==> src/rtl/afl2_seq.sv <==
// afl2_seq: command sequencer for the afl2_alu datapath.
// Expands one float command per handshake into ALU micro-ops, then pulses done.

`ifndef AFL_INST_BITS
`define AFL_INST_BITS 3
`endif
`ifndef AFL_INST_LOAD
`define AFL_INST_LOAD 0
`endif
`ifndef AFL_INST_CMPABS
`define AFL_INST_CMPABS 1
`endif
`ifndef AFL_INST_ADD
`define AFL_INST_ADD 2
`endif
`ifndef AFL_INST_NORMALIZE
`define AFL_INST_NORMALIZE 3
`endif
`ifndef AFL_INST_SQRT
`define AFL_INST_SQRT 4
`endif

module afl2_seq #(
    parameter int unsigned E_BITS    = 4,
    parameter int unsigned M_BITS    = 8,
    parameter int unsigned INST_BITS = `AFL_INST_BITS
) (
    input  logic                     clk,
    input  logic                     rst_n,
    input  logic                     cmd_valid,
    output logic                     cmd_ready,
    input  logic [2:0]               cmd_op,
    input  logic [E_BITS+M_BITS:0]   cmd_operand,
    input  logic                     stall,
    output logic                     done,
    output logic                     cmd_err,
    output logic                     busy,
    output logic                     alu_en,
    output logic [INST_BITS-1:0]     alu_inst,
    output logic [E_BITS+M_BITS:0]   alu_ext,
    output logic                     alu_both_args_same,
    output logic                     alu_both_args_source,
    output logic                     alu_abs_result,
    output logic                     alu_flip_result
);

    localparam int unsigned W = 1 + E_BITS + M_BITS;

    localparam logic [2:0] OP_LOAD = 3'd0;
    localparam logic [2:0] OP_FADD = 3'd1;
    localparam logic [2:0] OP_FSUB = 3'd2;
    localparam logic [2:0] OP_SQRT = 3'd3;
    localparam logic [2:0] OP_NEG  = 3'd4;
    localparam logic [2:0] OP_ABS  = 3'd5;

    localparam logic [INST_BITS-1:0] INST_LOAD   = INST_BITS'(`AFL_INST_LOAD);
    localparam logic [INST_BITS-1:0] INST_CMPABS = INST_BITS'(`AFL_INST_CMPABS);
    localparam logic [INST_BITS-1:0] INST_ADD    = INST_BITS'(`AFL_INST_ADD);
    localparam logic [INST_BITS-1:0] INST_NORM   = INST_BITS'(`AFL_INST_NORMALIZE);
    localparam logic [INST_BITS-1:0] INST_SQRT   = INST_BITS'(`AFL_INST_SQRT);

    typedef enum logic [2:0] {StIdle, StStep0, StStep1, StStep2, StFin} state_t;

    state_t         r_state;
    logic [2:0]     r_op;
    logic [W-1:0]   r_opnd;
    logic           r_err;

    logic           w_accept;
    logic           w_rsvd;
    logic           w_multi;
    logic           w_in_step;

    assign cmd_ready = ((r_state == StIdle) || (r_state == StFin)) && !stall;
    assign w_accept  = cmd_valid && cmd_ready;
    assign w_rsvd    = (cmd_op[2:1] == 2'b11);
    // Only FADD/FSUB run past STEP0.
    assign w_multi   = (r_op == OP_FADD) || (r_op == OP_FSUB);
    assign w_in_step = (r_state == StStep0) || (r_state == StStep1) || (r_state == StStep2);

    assign done    = (r_state == StFin);
    assign cmd_err = (r_state == StFin) && r_err;
    assign busy    = (r_state != StIdle);

    always_ff @(posedge clk) begin
        if (!rst_n) begin
            r_state <= StIdle;
            r_op    <= 3'd0;
            r_opnd  <= '0;
            r_err   <= 1'b0;
        end else begin
            case (r_state)
                StIdle, StFin: begin
                    if (w_accept) begin
                        r_op    <= cmd_op;
                        r_opnd  <= cmd_operand;
                        r_err   <= w_rsvd;
                        r_state <= w_rsvd ? StFin : StStep0;
                    end else begin
                        r_state <= StIdle;
                    end
                end
                StStep0: if (!stall) r_state <= w_multi ? StStep1 : StFin;
                StStep1: if (!stall) r_state <= StStep2;
                StStep2: if (!stall) r_state <= StFin;
                default: r_state <= StIdle;
            endcase
        end
    end

    always_comb begin
        alu_en               = 1'b0;
        alu_inst             = INST_LOAD;
        alu_ext              = r_opnd;
        alu_both_args_same   = 1'b0;
        alu_both_args_source = 1'b0;
        alu_abs_result       = 1'b0;
        alu_flip_result      = 1'b0;
        if (w_in_step) begin
            // A stalled step keeps its controls but must not fire.
            alu_en = !stall;
            if (r_op == OP_FSUB) begin
                alu_ext = {~r_opnd[W-1], r_opnd[W-2:0]};
            end
            case (r_op)
                OP_LOAD: alu_inst = INST_LOAD;
                OP_FADD, OP_FSUB: begin
                    case (r_state)
                        StStep0: alu_inst = INST_CMPABS;
                        StStep1: alu_inst = INST_ADD;
                        default: alu_inst = INST_NORM;
                    endcase
                end
                OP_SQRT: alu_inst = INST_SQRT;
                OP_NEG: begin
                    alu_inst           = INST_LOAD;
                    alu_both_args_same = 1'b1;
                    alu_flip_result    = 1'b1;
                end
                OP_ABS: begin
                    alu_inst           = INST_LOAD;
                    alu_both_args_same = 1'b1;
                    alu_abs_result     = 1'b1;
                end
                default: alu_inst = INST_LOAD;
            endcase
        end
    end

endmodule

==> config.mk <==
export PLATFORM = sky130hd
export DESIGN_NAME = afl2_seq
export DESIGN_NICKNAME = d
export VERILOG_FILES = /design/src/rtl/afl2_seq.sv
export SDC_FILE = /design/constraint.sdc
export NUM_CORES = 1
export LEC_CHECK = 0
export BUFFER_PORTS_ARGS = -buffer_cell sky130_fd_sc_hd__buf_2
export CELL_PAD_IN_SITES_DETAIL_PLACEMENT = 1
export CELL_PAD_IN_SITES_GLOBAL_PLACEMENT = 1
export CORE_ASPECT_RATIO = 0.7
export CORE_MARGIN = 1.5
export CORE_UTILIZATION = 33
export CTS_CLUSTER_DIAMETER = 150
export CTS_CLUSTER_SIZE = 40
export DETAILED_ROUTE_END_ITERATION = 10
export PLACE_DENSITY_LB_ADDON = 0.3
export SYNTH_ARGS = -nofsm -noshare
export SYNTH_HDL_FRONTEND = slang
export SYNTH_SLANG_ARGS = --single-unit
==> constraint.sdc <==
create_clock -name clk -period 2 [get_ports clk]
set_clock_uncertainty 0.2 [all_clocks]
set_input_delay 0 -clock clk [delete_from_list [all_inputs] [get_ports clk]]
set_output_delay 0 -clock clk [all_outputs]
set_load 0.02 [all_outputs]
# Word level (Yosys, flattened, before mapping)
# Cells that the tools add are included.
[word_totals]
register_bits = 20
output_inout_bits = 25
in_bits = 20
word_cells = 52
[op_classes]
muxes = 19
bitwise_logic = 1
n_reduce_logical = 15
eq_ne = 13
[ops]
columns = ["operator", "n"]
rows = [
  ["13-bit 2-to-1 mux", 2],
  ["3-bit 2-to-1 mux", 7],
  ["3-bit by 2-bit == test with 1-bit output, second input constant", 4],
  ["3-bit case mux with 4 select lines", 1],
  ["3-bit == test, second input constant", 3],
  ["1-bit 2-to-1 mux", 7],
  ["3-bit by 1-bit == test with 1-bit output, second input constant", 2],
  ["2-bit != test, second input constant", 3],
  ["3-bit case mux with 2 select lines", 1],
  ["2-bit OR reduction", 3],
  ["1-bit logical OR", 4],
  ["2-bit case mux with 2 select lines", 1],
  ["1-bit logical AND", 3],
  ["3-bit logical NOT", 1],
  ["3-bit AND reduction", 1],
  ["3-bit nonzero test", 1],
  ["2-bit == test, second input constant", 1],
  ["2-bit AND reduction", 1],
  ["1-bit logical NOT", 1],
  ["1-bit NOT", 1],
]

# Logic depth before layout (Yosys ltp)
# Gate-level depths: netlist (run 1).
[depth]
word_depth = 6
mapped_depth = 6
mapped_depth_nobuf = 3

# Worst setup path before layout (run 1)
# No wires, ideal clock.
[synth_timing]
path_type = "register to output"
startpoint = "reg r_state[0]"
endpoint = "out alu_flip_result"
path_buffers = 1
t_arrival_ps = 1906
t_required_ps = 1800
path_stages_with_launch = 5
path_slack_ps = -106
path_cell_list = "dfxtp_1 > buf_2 > nor2_1 > nor4b_1 > nor2b_1"
[synth_between]
elab_chain_cells = 4
[synth_rtl]
columns = ["element", "line_no", "text"]
rows = [
  ["start: declaration", "64", "state_t r_state;"],
  ["start signal: assignment", "87", "r_state <= StIdle;"],
  ["start signal: assignment", "98", "r_state <= w_rsvd ? StFin : StStep0;"],
  ["start signal: assignment", "100", "r_state <= StIdle;"],
  ["3-bit by 1-bit == test with 1-bit output or 3-bit by 2-bit == test with 1-bit output (tied branches)", "79", "assign w_in_step = (r_state == StStep0) || (r_state == StStep1) || (r_state == StStep2);"],
  ["1-bit logical OR", "79", ""],
  ["1-bit logical OR (*)", "79", ""],
  ["1-bit 2-to-1 mux (*)", "119", "if (w_in_step) begin"],
  ["end: declaration", "44", "output logic alu_flip_result"],
]
# Every way passes the cells marked *; elsewhere a longest branch is shown, timed or not.

# Worst setup path after layout (run 1)
[layout_timing]
startpoint = "reg r_state[0]"
endpoint = "out alu_abs_result"
[layout_between]
elab_chain_cells = 4
[layout_rtl]
columns = ["element", "line_no", "text"]
rows = [
  ["3-bit by 1-bit == test with 1-bit output or 3-bit by 2-bit == test with 1-bit output (tied branches)", "79", ""],
  ["1-bit logical OR", "79", ""],
  ["1-bit logical OR (*)", "79", ""],
  ["1-bit 2-to-1 mux (*)", "119", ""],
  ["end: declaration", "43", "output logic alu_abs_result,"],
]
# Marked as above.

==> summary.txt, run 1 <==
hpwl dp - 1.866 mm
upper clock frequency limit - 565.3 MHz
io pins - 45
Pre-Repair DR Iteration Count - 4
post-synthesis adder-cell area fraction - 0%
area share of xor/xnor cells in the synthesized design - 1.634%
Clock transition at path regs - 80 ps
CP max FO - 11
Post-Place Setup Slack - 219.3 ps
largest net degree at the start of global routing - 21
Final Critical Period - 1769 ps
Tot GR Track Use - 17.01%
CP arrival - 1570 ps
Die W - 71.13 um
Clock Tree Buf Depth - 2
vias in the first global route - 1,000
post-synthesis mux area share - 0%
Worst setup EP type - output port
Register-to-Register Path Depth - 4
Area contributors post-synth - dfxtp_1 37%, nand2_1 13%, a21boi_0 9.8%
most common cell after layout, fill and taps aside - buf_2
Core Region - 3127 um2
post-route ant nets - 0
Nets - 196
Final Hold Vio Count - 0
RSZ-0062 raised after global routing - no
Starting DRT DRC Count - 51
Final Cell Area - 1454 um2
most frequent cells in the layout - 43 x buf_2, 36 x nand2_1, 19 x dlygate4sd3_1
DIE AREA - 3606 um2
share of layout cells above drive strength 1 - 32.57%
hold path depth - 2
Post-Synthesis Cells - 129
critical path startpoint category - flop
outcome - complete, no violations
final setup vio count - 0
Compound-Gate Fraction of Synth Area - 17.62%
# DRC - 0
Hold Crit Start - r_opnd[8]
Avg Cell Area, Syn - 8.312 um2
yosys warns - 0
n_diodes - 0
CTS root buf - clkbuf_8
DR WL/cell - 13.56 um
Inserted Clock Buffers - 3
first-pass GRT wire length - 4.830 mm
Syn Nets - 149
synthesized area - 1072 um2
Reg2Reg Setup Slack - 260 ps
launching point of the worst reg2reg path - r_state[1]
fillers - 402
Crit Path Category - flop to output port
DP Area - 1206 um2
Initial Utilization - 34.29%
Lkg Pwr - 0.6393 nW
Seq/Total Area, Yosys - 37.34%
DRT Wirelength - 2.888 mm
Sinks on Clock Net - 20
Final Slew Violations - 0
global route overflow - 0
Hold Crit Class - flop to flop
IO Port Bufs - 43
Worst-Skew Late Latency - 260 ps
largest family of logic cells by synthesized area - simple AND/OR/NAND/NOR gates
worst vdd ir - 0.3417 mV
Worst EP required - 1800 ps
area grow syn2layout - 35.59%
row cnt - 17
setup TNS - 0 ps
Max Cap Viol - 0
share of the synthesized area in the top cell type - 37.34%
Simple-Gate Fraction of Synth Area - 29.05%
RR Endpoint - r_opnd[12]
flops & latches, synth - 20
drt via density - 4.695
CTS tree - built
Tcrit/Tclk final - 88.44%
H-tree levels - 1
Hold Path End - r_opnd[8]
Post-CTS Repair Setup Buffers - 0
die height - 50.69 um
PD cells - 632.3 nW/um2
most area-hungry cell type in the Yosys netlist - dfxtp_1
Final Wtd Congestion - 0.7265
initial antenna violation count - 0
PnR worst setup slack - 231.1 ps
via count - 1,000
number of library cell types mapped by synthesis - 32
-- flip-flops by register name, indices dropped and copies added, names as in the netlist --
name     cells
r_err        1
r_op         3
r_state      3
r_opnd      13
-- cells by family after synthesis --
logic type                Yosys count
DFF                                20
AOI/OAI and AO/OA                  24
buffers and inverters              22
xor gates and xnor gates            2
other                               1
and+or+nand+nor                    60
-- report_power, final --
part	switching, mW	internal (mW)	total [mW]
clock	0.136	0.175	0.312
sequential	0.0192	0.417	0.436
combinational	0.0880	0.0835	0.171
-- Yosys cell counts --
master / count
a21boi_1: 3
nand2b_1: 3
or4_1: 1
o21ai_0: 2
buf_2: 3
dfxtp_1: 20
a31oi_1: 1
clkbuf_1: 4
nor4_1: 1
nor3_1: 2
a21boi_0: 14
nand2_1: 36
conb_1: 1
a2111oi_4: 1
and2_1: 2
nor4b_1: 2
or3_1: 1
nor2b_1: 3
xor2_1: 1
or3b_2: 1
o21a_1: 1
and3_1: 1
xnor2_1: 1
or4b_4: 1
buf_6: 2
or2_2: 1
a21oi_1: 2
nand3_1: 1
buf_4: 13
nor2_1: 2
nor3b_1: 1
nor4b_4: 1
-- timing repair --
action / CTS / global route
gates resized for setup: 0 / 2
hold endpoints to repair: 20 / 0
setup endpoints to repair: 0 / 4
hold buffers: 19 / 0
-- cell type report --
| type | count | area, um2 | share of cell area (%) |
|---|---|---|---|
| tap | 38 | 47.55 | 3.270 |
| multi-input combinational | 87 | 528.0 | 36.32 |
| sequential | 20 | 402.9 | 27.71 |
| timing repair buffer | 64 | 420.4 | 28.92 |
| clock buffer | 4 | 55.05 | 3.787 |
-- worst max-delay path by stage --
stage | from | endpoint | slack [ps] | depth (start not counted)
2_1_floorplan | r_state[0] | alu_flip_result | 220 | 4
3_3_place_gp | r_state[1] | r_state[0] | 300 | 3
3_5_place_dp | r_state[1] | r_state[0] | 220 | 3
4_1_cts | r_state[0] | alu_abs_result | 10 | 4
5_1_grt | r_state[0] | alu_flip_result | 60 | 4
6_report | r_state[0] | alu_abs_result | 230 | 4
-- worst max-delay path, stage by stage (launching register included) --
cell	delay, ps
dfxtp_2	480
nor2_1	160
nor4b_2	320
and2_1	180
buf_2	160
-- per-layer routing --
layer / vias up / global-route usage, % / part of all wire (%)
met5: - / 0 / 0
met4: 0 / 4.717 / 0.93
met3: 6 / 5.020 / 5.1
met2: 29 / 26.64 / 45
met1: 462 / 22.79 / 49
li1: 503 / - / -
-- stage by stage --
step                std cells  hold WS [ps]  util (%)  power [mW]
detailed placement        190         50.21     38.58      0.5875
finish                    213         262.9     46.50      0.9192
global route              213         290.7     46.50      0.9804
CTS                       213         268.0     46.42      0.9290
floorplan                 129        -65.17         -      0.5514
global placement          190         39.99     38.58      0.5802
Note: power is estimated with default switching activity, not from simulation.
==> run 2: changes to the inputs <==
BUFFER_PORTS_ARGS = -buffer_cell sky130_fd_sc_hd__clkbuf_2   (was -buffer_cell sky130_fd_sc_hd__buf_2)
==> run 2 against run 1 <==
Net effect:
- the flow now finishes with violations (hold timing)
- first-iteration DRC count fell by 49%
- routed wire length is 2.9% lower
- worst hold slack got worse by 270 ps
- utilization about the same
- sequential share of layout area is essentially flat
- sequential cell count stayed put
- sequential power about the same
- die area unchanged
- setup slack got worse by 110 ps
- via count is 0.80% higher
- clock power shrank 15%
- highest routed layer unchanged
==> summary.txt, run 2 (same netlist as run 1, synthesis figures left out) <==
Final Power - 0.8757 mW
sequential share of power - 49.8%
Sw Ratio - 27.29%
DIE AREA - 3606 um2
Hold Crit Start - rst_n
Top Metal Used - met4
Final Critical Period - 1875 ps
Tcrit/Tclk final - 93.73%
biggest regs - r_opnd: 13 flops, r_op: 3 flops, r_state: 3 flops
most common cell after layout, fill and taps aside - clkbuf_2
hold path depth - 2
Clock Tree Buf Depth - 2
# DRC - 0
DR WL/cell - 13.10 um
Core Region - 3127 um2
Pre-Repair DR Iteration Count - 4
post-layout util - 46.54%
Nets - 198
share of layout cells above drive strength 1 - 32.95%
Hold Worst Slack - -5.148 ps
failing checks - hold timing
Clock transition at path regs - 70 ps
launching point of the worst reg2reg path - r_state[0]
Worst EP required - 1990 ps
Starting DRT DRC Count - 26
Sinks on Clock Net - 20
final setup vio count - 0
Worst-Skew Late Latency - 250 ps
area grow syn2layout - 35.71%
vias in the first global route - 1,016
max FFs per register - 13
Lkg Pwr - 0.6237 nW
IO Port Bufs - 43
Tot GR Track Use - 16.73%
critical path startpoint category - flop
Max Cap Viol - 0
CP arrival - 1860 ps
Inserted Clock Buffers - 3
RR Endpoint - r_opnd[10]
crit path launch - r_state[0]
DP Area - 1206 um2
outcome - complete, but fails checks
drt via density - 4.710
Register-to-Register Path Depth - 5
Final Slew Violations - 0
max incr delay on CP - 540 ps
Final Hold Vio Count - 1
Biggest register - r_opnd
Hold Crit Class - input port to flop
Reg2Reg Setup Slack - 130 ps
CP bufs+invs - 2
metal3 WL - 128 um
Comb power frac - 19.8%
upper clock frequency limit - 533.4 MHz
Initial Utilization - 34.29%
row cnt - 17
most frequent cells in the layout - 43 x clkbuf_2, 36 x nand2_1, 19 x dlygate4sd3_1
largest net degree at the start of global routing - 21
die height - 50.69 um
RSZ-0062 raised after global routing - no
via count - 1,008
setup TNS - 0 ps
Cell Int Power - 0.6368 mW
first-pass GRT wire length - 4.719 mm
PD cells - 601.8 nW/um2
cells along the critical path - nor4b_4 -> buf_4 -> nand2_1 -> dlygate4sd3_1 -> a21boi_0
Die W - 71.13 um
DRT Wirelength - 2.803 mm
Worst setup EP type - flop
hpwl dp - 1.881 mm
Psw - 0.2390 mW
io pins - 45
n_diodes - 0
CP max FO - 11
CTS root buf - clkbuf_8
H-tree levels - 1
Hold Path End - r_state[0]
met2 wire len - 1.338 mm
Final Cell Area - 1455 um2
Crit Path Category - flop to flop
wire length on met1 - 1.322 mm
Placed Instances - 190
CTS tree - built
global route overflow - 0
Final Wtd Congestion - 0.7266
PnR worst setup slack - 125.4 ps
Layout Cells excl Fill - 214
CP max-delay cell - dlygate4sd3_1
Post-Place Setup Slack - 211.9 ps
Crit path max-delay family - buffers and inverters
post-route ant nets - 0
initial antenna violation count - 0
worst vdd ir - 0.2638 mV
clock share of power - 30.4%
## run 2: worst max path at each step
stage,endpoint,slack (ps),cells after the start
after floorplan,alu_flip_result,220,4
after global placement,r_state[0],290,3
after detailed placement,r_opnd[1],210,4
after CTS,r_opnd[10],10,4
after global routing,alu_flip_result,20,4
final,r_opnd[10],130,5
## run 2: timing repair
item / 4_1_cts / 5_1_grt
hold buffers: 19 / 0
gates resized for setup: 2 / 0
endpoints found under the setup margin: 2 / 2
pin swaps: 0 / 1
endpoints found under the hold margin: 19 / 0
setup buffers: 0 / 2
## run 2: power groups by stage
stage | Combinational (mW) | Sequential (mW) | Clock, mW
final | 0.173 | 0.436 | 0.266
after global routing | 0.191 | 0.440 | 0.292
after CTS | 0.171 | 0.436 | 0.270
after detailed placement | 0.142 | 0.445 | 0
after global placement | 0.137 | 0.443 | 0
after floorplan | 0.116 | 0.435 | 0
## run 2: layout make-up
cell class	count	area [um2]
clock buffer	3	41.29
multi-input combinational	87	528.0
timing repair buffer	66	435.4
tap	38	47.55
fill	396	1672
sequential	20	402.9
## run 2: layer usage
metal	track usage, %	vias up
li1	-	505
met4	1.887	0
met5	0	-
met2	28.66	25
met3	4.418	2
met1	21.90	476
